`src/rtl/serial_addsub.sv`:
```
// Multi-cycle WIDTH-bit adder/subtractor that adds CHUNK bits per clock,
// least-significant chunk first, with valid/ready handshakes on both sides.
module serial_addsub #(
  parameter int WIDTH = 64,
  parameter int CHUNK = 8
) (
  input  logic             clk,
  input  logic             reset_n,
  input  logic             start_valid,
  output logic             start_ready,
  input  logic [WIDTH-1:0] a,
  input  logic [WIDTH-1:0] b,
  input  logic             subtr,
  output logic             result_valid,
  input  logic             result_ready,
  output logic [WIDTH-1:0] sum,
  output logic             cout,
  output logic             overflow,
  output logic             zero,
  output logic             negative
);

  localparam int N  = (CHUNK > 0) ? (WIDTH / CHUNK) : 1;
  localparam int CW = (N > 1) ? $clog2(N) : 1;
  localparam int BW = $clog2(WIDTH);

  generate
    if ((WIDTH < 2) || (CHUNK < 1) || ((WIDTH % CHUNK) != 0)) begin : g_param_check
      $error("serial_addsub: WIDTH must be >= 2 and an exact multiple of CHUNK");
    end
  endgenerate

  typedef enum logic [1:0] {
    IDLE = 2'd0,
    RUN  = 2'd1,
    DONE = 2'd2
  } state_t;

  state_t           state_r;
  logic [CW-1:0]    count_r;
  logic             carry_r;
  logic [WIDTH-1:0] a_r;
  logic [WIDTH-1:0] b_r;
  logic [WIDTH-1:0] acc_r;
  logic [WIDTH-1:0] sum_r;
  logic             cout_r;
  logic             overflow_r;
  logic             zero_r;
  logic             negative_r;

  logic [BW-1:0]    base_s;
  logic [CHUNK-1:0] a_chunk_s;
  logic [CHUNK-1:0] b_chunk_s;
  logic [CHUNK:0]   chunk_sum_s;
  logic [WIDTH-1:0] acc_next_s;
  logic             carry_in_msb_s;
  logic             last_s;

  assign base_s      = BW'(count_r) * BW'(CHUNK);
  assign a_chunk_s   = a_r[base_s +: CHUNK];
  assign b_chunk_s   = b_r[base_s +: CHUNK];
  assign chunk_sum_s = {1'b0, a_chunk_s} + {1'b0, b_chunk_s} + {{CHUNK{1'b0}}, carry_r};
  // A sum bit is a ^ b ^ cin, so the carry into the top bit falls out of the chunk MSBs.
  assign carry_in_msb_s = a_chunk_s[CHUNK-1] ^ b_chunk_s[CHUNK-1] ^ chunk_sum_s[CHUNK-1];
  assign last_s         = (count_r == CW'(N - 1));

  // Accumulator with the current chunk result merged into its slice.
  always_comb begin
    acc_next_s                   = acc_r;
    acc_next_s[base_s +: CHUNK]  = chunk_sum_s[CHUNK-1:0];
  end

  // Control FSM, operand latches, chunk datapath and registered result/flags.
  always_ff @(posedge clk or negedge reset_n) begin
    if (!reset_n) begin
      state_r    <= IDLE;
      count_r    <= {CW{1'b0}};
      carry_r    <= 1'b0;
      a_r        <= {WIDTH{1'b0}};
      b_r        <= {WIDTH{1'b0}};
      acc_r      <= {WIDTH{1'b0}};
      sum_r      <= {WIDTH{1'b0}};
      cout_r     <= 1'b0;
      overflow_r <= 1'b0;
      zero_r     <= 1'b0;
      negative_r <= 1'b0;
    end else begin
      case (state_r)
        IDLE: begin
          if (start_valid) begin
            a_r     <= a;
            b_r     <= b ^ {WIDTH{subtr}};
            carry_r <= subtr;
            count_r <= {CW{1'b0}};
            state_r <= RUN;
          end
        end
        RUN: begin
          acc_r   <= acc_next_s;
          carry_r <= chunk_sum_s[CHUNK];
          count_r <= count_r + CW'(1);
          if (last_s) begin
            sum_r      <= acc_next_s;
            cout_r     <= chunk_sum_s[CHUNK];
            overflow_r <= carry_in_msb_s ^ chunk_sum_s[CHUNK];
            zero_r     <= (acc_next_s == {WIDTH{1'b0}});
            negative_r <= acc_next_s[WIDTH-1];
            state_r    <= DONE;
          end
        end
        DONE: begin
          if (result_ready) begin
            state_r <= IDLE;
          end
        end
        default: begin
          state_r <= IDLE;
        end
      endcase
    end
  end

  assign start_ready  = (state_r == IDLE);
  assign result_valid = (state_r == DONE);
  assign sum          = sum_r;
  assign cout         = cout_r;
  assign overflow     = overflow_r;
  assign zero         = zero_r;
  assign negative     = negative_r;

endmodule

```
`config.mk`:
```
export PLATFORM = sky130hd
export DESIGN_NAME = serial_addsub
export DESIGN_NICKNAME = d
export VERILOG_FILES = /design/src/rtl/serial_addsub.sv
export SDC_FILE = /design/constraint.sdc
export NUM_CORES = 1
export LEC_CHECK = 0
export BUFFER_PORTS_ARGS = -buffer_cell sky130_fd_sc_hd__buf_2
export CAP_MARGIN = 10
export CORE_MARGIN = 10
export CORE_UTILIZATION = 40
export CTS_BUF_LIST = sky130_fd_sc_hd__clkbuf_4
export CTS_CLUSTER_SIZE = 16
export DETAILED_ROUTE_END_ITERATION = 7
export PLACE_DENSITY = 0.63
export SYNTH_ARGS = -nofsm -noshare
export SYNTH_HDL_FRONTEND = slang
export SYNTH_SLANG_ARGS = --single-unit
```
`constraint.sdc`:
```
create_clock -name clk -period 7.96 [get_ports clk]
set_input_delay 1.592 -clock clk [delete_from_list [all_inputs] [get_ports clk]]
set_output_delay 1.592 -clock clk [all_outputs]
set_load 0.05 [all_outputs]
```
; Word-level counts from Yosys, hierarchy flattened
; Index checks and enable logic that the tools add are counted.
[word_totals]
mem_count = 0
in_bits = 133
wordCells = 45
out_inout_bits = 70
latchBits = 0
regBits = 266
ramBits = 0
rom_bits = 0
[classes]
n_eq_ne = 6
magnitude_cmp = 0
n_shift = 4
add_sub_neg = 4
bitwise_logic = 4
n_reduce_logical = 7
mul = 0
div_mod_pow = 0
mux = 9
[ops]
columns = operator, count
row1 = indexed part select 64 x 7 -> 8 bit, 2
row2 = bitwise mux 64 bit, 1
row3 = logical NOT 64 bit, 1
row4 = variable shift 8 x 8 -> 64 bit (first input constant), 1
row5 = indexed part select 8 x 8 -> 64 bit, 1
row6 = XOR 64 bit, 1
row7 = adder 8 x 8 -> 9 bit, 1
row8 = adder 9 x 1 -> 9 bit, 1
row9 = negation 6 -> 8 bit, 1
row10 = 2-to-1 mux 2 bit, 3
row11 = one-hot mux 2 bit (3 select lines), 1
row12 = one-hot mux 3 bit (2 select lines), 1
row13 = AND reduction 2 bit, 3
row14 = inequality test 2 bit (second input constant), 2
row15 = adder 3 x 1 -> 3 bit (second input constant), 1
row16 = == test 3 bit (second input constant), 1
row17 = 2-to-1 mux 3 bit, 1
row18 = AND reduction 3 bit, 1
row19 = XOR 1 bit, 3
row20 = == test 2 x 1 -> 1 bit (second input constant), 1
row21 = == test 2 bit (second input constant), 1
row22 = logical NOT 2 bit, 1
row23 = inequality test 2 x 1 -> 1 bit (second input constant), 1
row24 = one-hot mux 1 bit (2 select lines), 1
row25 = other kinds (2), 2

; Depth between registers and ports, before layout
; Gate-level depths: netlist of run 1.
[depth]
ltp_word = 6
depth_mapped = 18
depth_no_buf = 14

; Least setup slack after synthesis of run 1
; OpenSTA, ideal clock, no wires.
[synth_timing]
path_kind = register -> register
start = register count_r[0]
end = register zero_r, in the netlist zero
stages_incl_launch_ff = 18
arrival_time_ns = 4.979
t_required_ns = 7.895
setup_slack_ns = 2.916
synth_period_minus_slack_ns = 5.044
cell_sequence = dfrtp_1 buf_2 buf_2 buf_1 mux4_2 nand2_1 nand2_1 fa_1 inv_1 fa_1 nor2b_4 o31a_4 xor2_2 o22a_1 or4_1 or4_1 nor4_1 a21o_1
[synth_between]
elab_chain_cells = 6
[synth_lines]
columns = element, line
row1 = "start, declared", 40  ; logic [CW-1:0] count_r;
row2 = "start signal, assigned", 77  ; count_r <= {CW{1'b0}};
row3 = "start signal, assigned", 94  ; count_r <= {CW{1'b0}};
row4 = "start signal, assigned", 101  ; count_r <= count_r + CW'(1);
row5 = "indexed part select 64 x 7 -> 8 bit, on equally long branches", "60, 61"
row6 = adder 8 x 8 -> 9 bit, 62  ; assign chunk_sum_s = {1'b0, a_chunk_s} + {1'b0, b_chunk_s} + {{CHUNK{1'b0}}, carry_r};
row7 = adder 9 x 1 -> 9 bit, 62
row8 = indexed part select 8 x 8 -> 64 bit, 70  ; acc_next_s[base_s +: CHUNK] = chunk_sum_s[CHUNK-1:0];
row9 = bitwise mux 64 bit, 70
row10 = logical NOT 64 bit, 106  ; zero_r <= (acc_next_s == {WIDTH{1'b0}});
row11 = "end signal, assigned", 106
row12 = "end, declared", 48  ; logic zero_r;
; Several ways; a longest one is shown, not always the timed one.
; A chain may end at the register's enable or synchronous reset.

; Final worst setup path of run 1
; Ends and elaborated chain as after synthesis.

==> results.cfg, run 1 <==
[route]
drt_iter0_drc = 736
viasPerCell = 5.28
antenna_left = 0
drt-pass1-iter-count = 8
vias = 9894
route.final.wire_length_mm = 36.2
drc = 0
wl_per_cell_um = 19.3

[logic_synthesis]
ys_dominant_reg_cell = dfrtp_1
synth.net_count = 1371
synthesized_flop_and_latch_total = 265
synthMostInstantiatedCell = dfrtp_1
synth_compound_gate_area_share_pct = 13.3
synthesis.yosys.warnings = 0
yosysSeqAreaShare_pct = 51.6
synthDistinctLibCells = 66
synthXorXnorAreaFrac_pct = 5.03
dominant_combinational_cell_family_by_area_after_synthesis = compound AO/OA/AOI/OAI gates
yosys-top-cells-area = dfrtp_1 (52%), mux2_2 (6.7%), mux4_2 (5.6%)
synth_top_cells_by_count = dfrtp_1 (265), nand2_1 (189), o21ai_0 (124)
gate_count_of_the_mapped_netlist = 1222
synthesized_area_fraction_occupied_by_adder_cells_pct = 1.67
netlist.area_leader.share_pct = 51.6
netlist_area_before_placement_sq_mm = 0.0128
synth-async-reset-ratio_pct = 100
synth-simple-area-share_pct = 12.3
synth.mux.area_fraction_pct = 13.0
number_of_enable_type_register_cells_in_the_synthesized_netlist = 0
syn_avg_cell_area_sq_um = 10.5
library_cell_occupying_the_most_area_in_the_post_synthesis_netlist = dfrtp_1

[hold_path]
hold_path.class = reg -> reg
number_of_instances_on_the_worst_hold_path = 2

[place]
number_of_input_and_output_port_buffers_inserted = 202
dp_hpwl_mm = 26.0
globalplace.congestion = 0.866

[cts]
hold_buffers = 0
cts.root.buffer_cell = clkbuf_4
cts_tree = done
clkLatencyLatePin_ps = 690
post_cts.resized_instances = 0
cts-htree-levels = 3
post_cts.repair.setup_buffers = 0
clkTransAtPathRegs_ps = 60
cts_buffers = 73
clock_tree_sinks = 265
cts.path.max_buffers = 3

[sta]
finalCriticalPeriod_ps = 5110
worst_slew_pin_slew_ps = 1160
setup_violations = 0
setup-tns-final_ps = 0
timing.clock.skew_ps = 44.9
max-slew-margin-rel_pct = 22.8
slew_violations = 0
rsz_0062_raised_after_global_routing = no
final.period_utilization_pct = 64.2
endpoints_failing_hold = 0
hold_slack_ps = 472
maxClockFrequency_mhz = 196

[worst_setup_path]
worst_setup_path_start_kind = flop
slack_of_the_worst_reg_to_reg_path_ps = 2850
ff2ff_path_depth = 14
worst_ep_required_time_ps = 8570
critical_path_arrival_ps = 5720
timing.critical_path.to_type = flop
critical_path_peak_fanout = 51
setup.worst_path.class = reg -> reg

[global_routing]
largest_net_degree_at_the_start_of_global_routing = 134
globalRouteTotalUtil_pct = 18.4
grt_pass1_vias = 10200
global_route_wire_length_before_repair_mm = 57.1
grt_remaining_overflow = 0
antenna_found_initial = 1

[power]
vdd_ir_drop_max_mv = 0.337
p_per_area_mw_per_mm2 = 522
cellLeakagePower_nw = 6.78

[floorplan]
die_width_um = 199
initial_cell_density_of_the_core_pct = 40.6
die_h_um = 199
number_of_core_rows = 65
die_area_sq_mm = 0.0397
floorplan.core_area_sq_mm = 0.0316
boundaryPins = 203

[run_status]
status = complete, no violations

[finish]
final_nets = 1571
filler_cell_count = 3011
post_route_cells_drive_above_1_share_pct = 30.6
syn2layout_area_growth_pct = 17.0

[run]
maxCapViolCount = 0
==> registers in the layout, summed over array words and instances (netlist names) <==
signal and cells:
state_r 2, cout 1, sum 64, zero 1, overflow 1, carry_r 1, b_r 64, count_r 3
a_r 64, acc_r 64
==> path summary, 6_finish.rpt <==
check                                          to                    from
hold / removal                sum[21]$_DFFE_PN0P_     sum[21]$_DFFE_PN0P_
max in group asynchronous  count_r[1]$_DFFE_PN0P_                 reset_n
setup / recovery                 zero$_DFFE_PN0P_  count_r[0]$_DFFE_PN0P_
min in group asynchronous     sum[41]$_DFFE_PN0P_                 reset_n
setup reg to reg                 zero$_DFFE_PN0P_  count_r[0]$_DFFE_PN0P_
hold reg to reg               sum[21]$_DFFE_PN0P_     sum[21]$_DFFE_PN0P_
==> placed cells by master, fill, tap and decap left out, types with 4 or more instances in the layout <==
cell	Yosys	final
clkbuf_4	0	98
xor2_1	5	5
a22oi_1	24	24
mux2_2	76	76
nand2b_1	7	7
o21ai_0	124	124
xnor2_1	67	67
nand4_1	13	13
nand2_1	189	188
a21oi_1	91	91
ha_1	14	14
nor3_1	9	9
mux2i_1	9	9
nand3_1	6	6
o2111ai_1	4	4
nor2_1	97	97
clkinv_1	1	16
buf_2	9	200
inv_1	12	12
dfrtp_1	265	263
and3_1	5	5
buf_4	1	12
a32oi_1	5	5
o31ai_1	6	6
clkinv_2	0	5
mux4_2	32	32
and2_1	6	5
nor2b_1	6	6
==> cells by family after synthesis <==
kind of cell | Yosys count
AO/OA/AOI/OAI | 287
XOR/XNOR | 73
adder cells (fa/ha/maj) | 16
buffers and inverters | 101
flip-flops | 265
multiplexers | 117
AND/OR/NAND/NOR | 363
==> power by group <==
group | internal, W | switching [W] | leakage (nW)
Sequential | 0.00191 | 0.000393 | 3.30
Combinational | 0.00148 | 0.00285 | 2.95
Clock | 0.000639 | 0.000576 | 0.527
==> per-layer routing <==
metal  vias to the layer above  track usage [%]  part of all wire, %
li1                       4719                -                    -
met2                       379             28.1                   46
met1                      4721             24.9                   44
met4                         0             7.09                  2.6
met5                         -                0                    0
met3                        75             4.36                  7.0
==> final cells by class <==
class / count / area [sq um] / share of cell area, %
Clock buffer: 98 / 736 / 4.89
Timing Repair Buffer: 213 / 1110 / 7.35
Multi-Input combinational cell: 856 / 5830 / 38.8
Antenna cell: 1 / 2.50 / 0.0166
Tap cell: 402 / 503 / 3.34
Sequential cell: 265 / 6640 / 44.1
Clock inverter: 26 / 173 / 1.15
Inverter: 13 / 48.8 / 0.324
==> through the flow <==
stage / setup WS, ps / std cells / cell area [sq um] / util (%) / total power (W)
6_report: 2850 / 1874 / 15000 / 47.5 / 0.00785
5_1_grt: 2510 / 1874 / 15000 / 47.5 / 0.00843
4_1_cts: 2800 / 1873 / 15000 / 47.5 / 0.00788
3_5_place_dp: 2850 / 1749 / 14100 / 44.7 / 0.00663
2_1_floorplan: 2920 / 1222 / 12800 / - / 0.00533
3_3_place_gp: 2900 / 1749 / 14100 / 44.7 / 0.00655
==> worst max-delay path, stage by stage, from the launching register on <==
cell	delay [ps]
dfrtp_4	1010
mux4_2	660
nand2_1	100
nand2_1	80
fa_1	440
inv_1	100
fa_1	300
nor2b_4	70
o31a_4	300
xor2_2	190
o22a_1	230
or4_1	510
or4_1	570
nor4_1	340
a21o_1	120
Note: power is estimated with default switching activity, not from simulation.
==> run 2, diff against run 1 <==
Settings changed: PLACE_DENSITY 0.63 to 0.65.
Clock period 7.96 ns to 4.6 ns, I/O delays scaled along.
==> run 2 against run 1 <==
Via count rose by 2.3%. Combinational power is 86% higher. Setup slack worse by 2700 ps. Sequential share of layout area shrank 0.98 points. Largest power group unchanged. Cell count is 2.1% higher. Power increased by 81%. Count of clock-buffer cells in the layout rose by 15. Clock power is 80% higher. Critical endpoint unchanged. Clock skew grew 4.6 ps. Utilization is 1.1 points higher.
==> results.cfg, run 2 (synthesized netlist as in run 1, its figures left out) <==
[run_status]
status = complete, no violations

[floorplan]
floorplan.core_area_sq_mm = 0.0316
die_area_sq_mm = 0.0397
boundaryPins = 203
die_width_um = 199
number_of_core_rows = 65
die_h_um = 199
initial_cell_density_of_the_core_pct = 40.6

[place]
dp_hpwl_mm = 27.4
number_of_input_and_output_port_buffers_inserted = 202
globalplace.congestion = 0.959
dpl_cell_area_sq_mm = 0.0144

[cts]
clock_tree_sinks = 265
post_cts.resized_instances = 0
post_cts.repair.setup_buffers = 0
hold_buffers = 0
clkLatencyLatePin_ps = 710
cts.root.buffer_cell = clkbuf_4
cts-htree-levels = 3
cts.path.max_buffers = 3
clkTransAtPathRegs_ps = 70
cts_buffers = 74
cts_tree = done

[sta]
rsz_0062_raised_after_global_routing = no
setup_violations = 0
worst_slew_pin_slew_ps = 1090
setup-tns-final_ps = 0
max-slew-margin-rel_pct = 27.5
maxClockFrequency_mhz = 226
finalCriticalPeriod_ps = 4430
hold_slack_ps = 322
timing.clock.skew_ps = 49.5
slew_violations = 0
endpoints_failing_hold = 0
final.period_utilization_pct = 96.3

[global_routing]
antenna_found_initial = 1
grt_pass1_vias = 10400
global_route_wire_length_before_repair_mm = 58.2
globalRouteTotalUtil_pct = 18.6
largest_net_degree_at_the_start_of_global_routing = 122
grt_remaining_overflow = 0

[finish]
design_area_sq_mm = 0.0154
final_nets = 1602
final_cell_mix = dfrtp_1 (263), buf_2 (200), nand2_1 (188), o21ai_0 (124), clkbuf_4 (113)
filler_cell_count = 2957
post_route_cells_drive_above_1_share_pct = 32.6
final_util_pct = 48.6
syn2layout_area_growth_pct = 19.7
layout.cells.most_common = dfrtp_1

[hold_path]
hold_path.class = in -> async

[route]
drt-pass1-iter-count = 6
wl_per_cell_um = 19.3
antenna_left = 0
drt_iter0_drc = 811
viasPerCell = 5.29
drc = 0
route.final.wire_length_mm = 36.9
vias = 10100

[worst_setup_path]
worst_setup_path_start_kind = flop
critical_path_peak_fanout = 8
critical_path.slowest_cell = or4_1
critical_path.cell_chain = buf_12 > mux4_2 > nand2_1 > nand2_1 > fa_1 > inv_1 > fa_1 > nor2b_4 > o31a_4 > xor2_2 > o22a_1 > or4_1 > or4_1 > nor4_1 > a21o_1
worst_ep_required_time_ps = 5220
setup.worst_path.class = reg -> reg
timing.critical_path.to_type = flop
critical_path.max_stage_delay_ps = 560
critPathBufInv = 2
path_delay_family = simple AND/OR/NAND/NOR gates
critical_path_arrival_ps = 5050

[power]
post-layout-total-power_w = 0.0142
vdd_ir_drop_max_mv = 0.655
p_per_area_mw_per_mm2 = 922
cellLeakagePower_nw = 6.98

[run]
maxCapViolCount = 0
run 2: cell count changes in the layout (fill, tap and decap cells not counted), moves of 2 or more:
cell and change:
clkinv_2 -4, buf_4 +26, clkinv_1 -6, inv_6 +2, diode_2 +4, buf_12 +4
clkbuf_4 +15
run 2: worst reg2reg max path, delay by kind of cell (launching register included):
kind	cells	cell delay, ps
adders and majority gates	2	730
muxes	1	410
xor gates and xnor gates	1	160
DFF	1	540
and+or+nand+nor	6	1650
AOI/OAI and AO/OA	3	630
buffers and inverters	2	260
run 2: area by class of cell:
class	instances	area, sq um	area share (%)
Clock buffer	113	848	5.52
Clock inverter	17	116	0.757
Multi-Input combinational cell	856	5830	37.9
Sequential cell	265	6640	43.1
Antenna cell	5	12.5	0.0813
Timing Repair Buffer	243	1380	8.98
Tap cell	402	503	3.27
Inverter	13	48.8	0.317
run 2: worst paths after layout:
check	slack (ps)	cells after the start	start	end
min in group clk	430	2	result_ready	state_r[1]$_DFFE_PN0P_
max	170	15	count_r[0]$_DFFE_PN0P_	zero$_DFFE_PN0P_
min	320	1	reset_n	sum[57]$_DFFE_PN0P_
max in group asynchronous	3330	2	reset_n	sum[6]$_DFFE_PN0P_
min reg2reg	470	2	sum[29]$_DFFE_PN0P_	sum[29]$_DFFE_PN0P_
max reg2reg	170	15	count_r[0]$_DFFE_PN0P_	zero$_DFFE_PN0P_
run 2: stage by stage:
step / setup WS, ps / cells
final: 170 / 1914
after global routing: 9.97 / 1914
after CTS: 130 / 1905
after detailed placement: 174 / 1775
after global placement: 217 / 1775
after floorplan: 40.1 / 1222
run 2: metal layers:
layer | track usage [%] | part of all wire (%) | up-vias
met4 | 6.22 | 2.4 | 0
met2 | 29.3 | 47 | 395
met3 | 4.52 | 7.5 | 67
met1 | 24.7 | 43 | 4874
met5 | 0 | 0 | -
li1 | - | - | 4785
run 2: power by group:
part | leakage, nW | internal, W | total [W] | switching, W
Sequential | 3.30 | 0.00331 | 0.00392 | 0.000606
Combinational | 3.11 | 0.00295 | 0.00806 | 0.00511
Clock | 0.562 | 0.00118 | 0.00220 | 0.00102
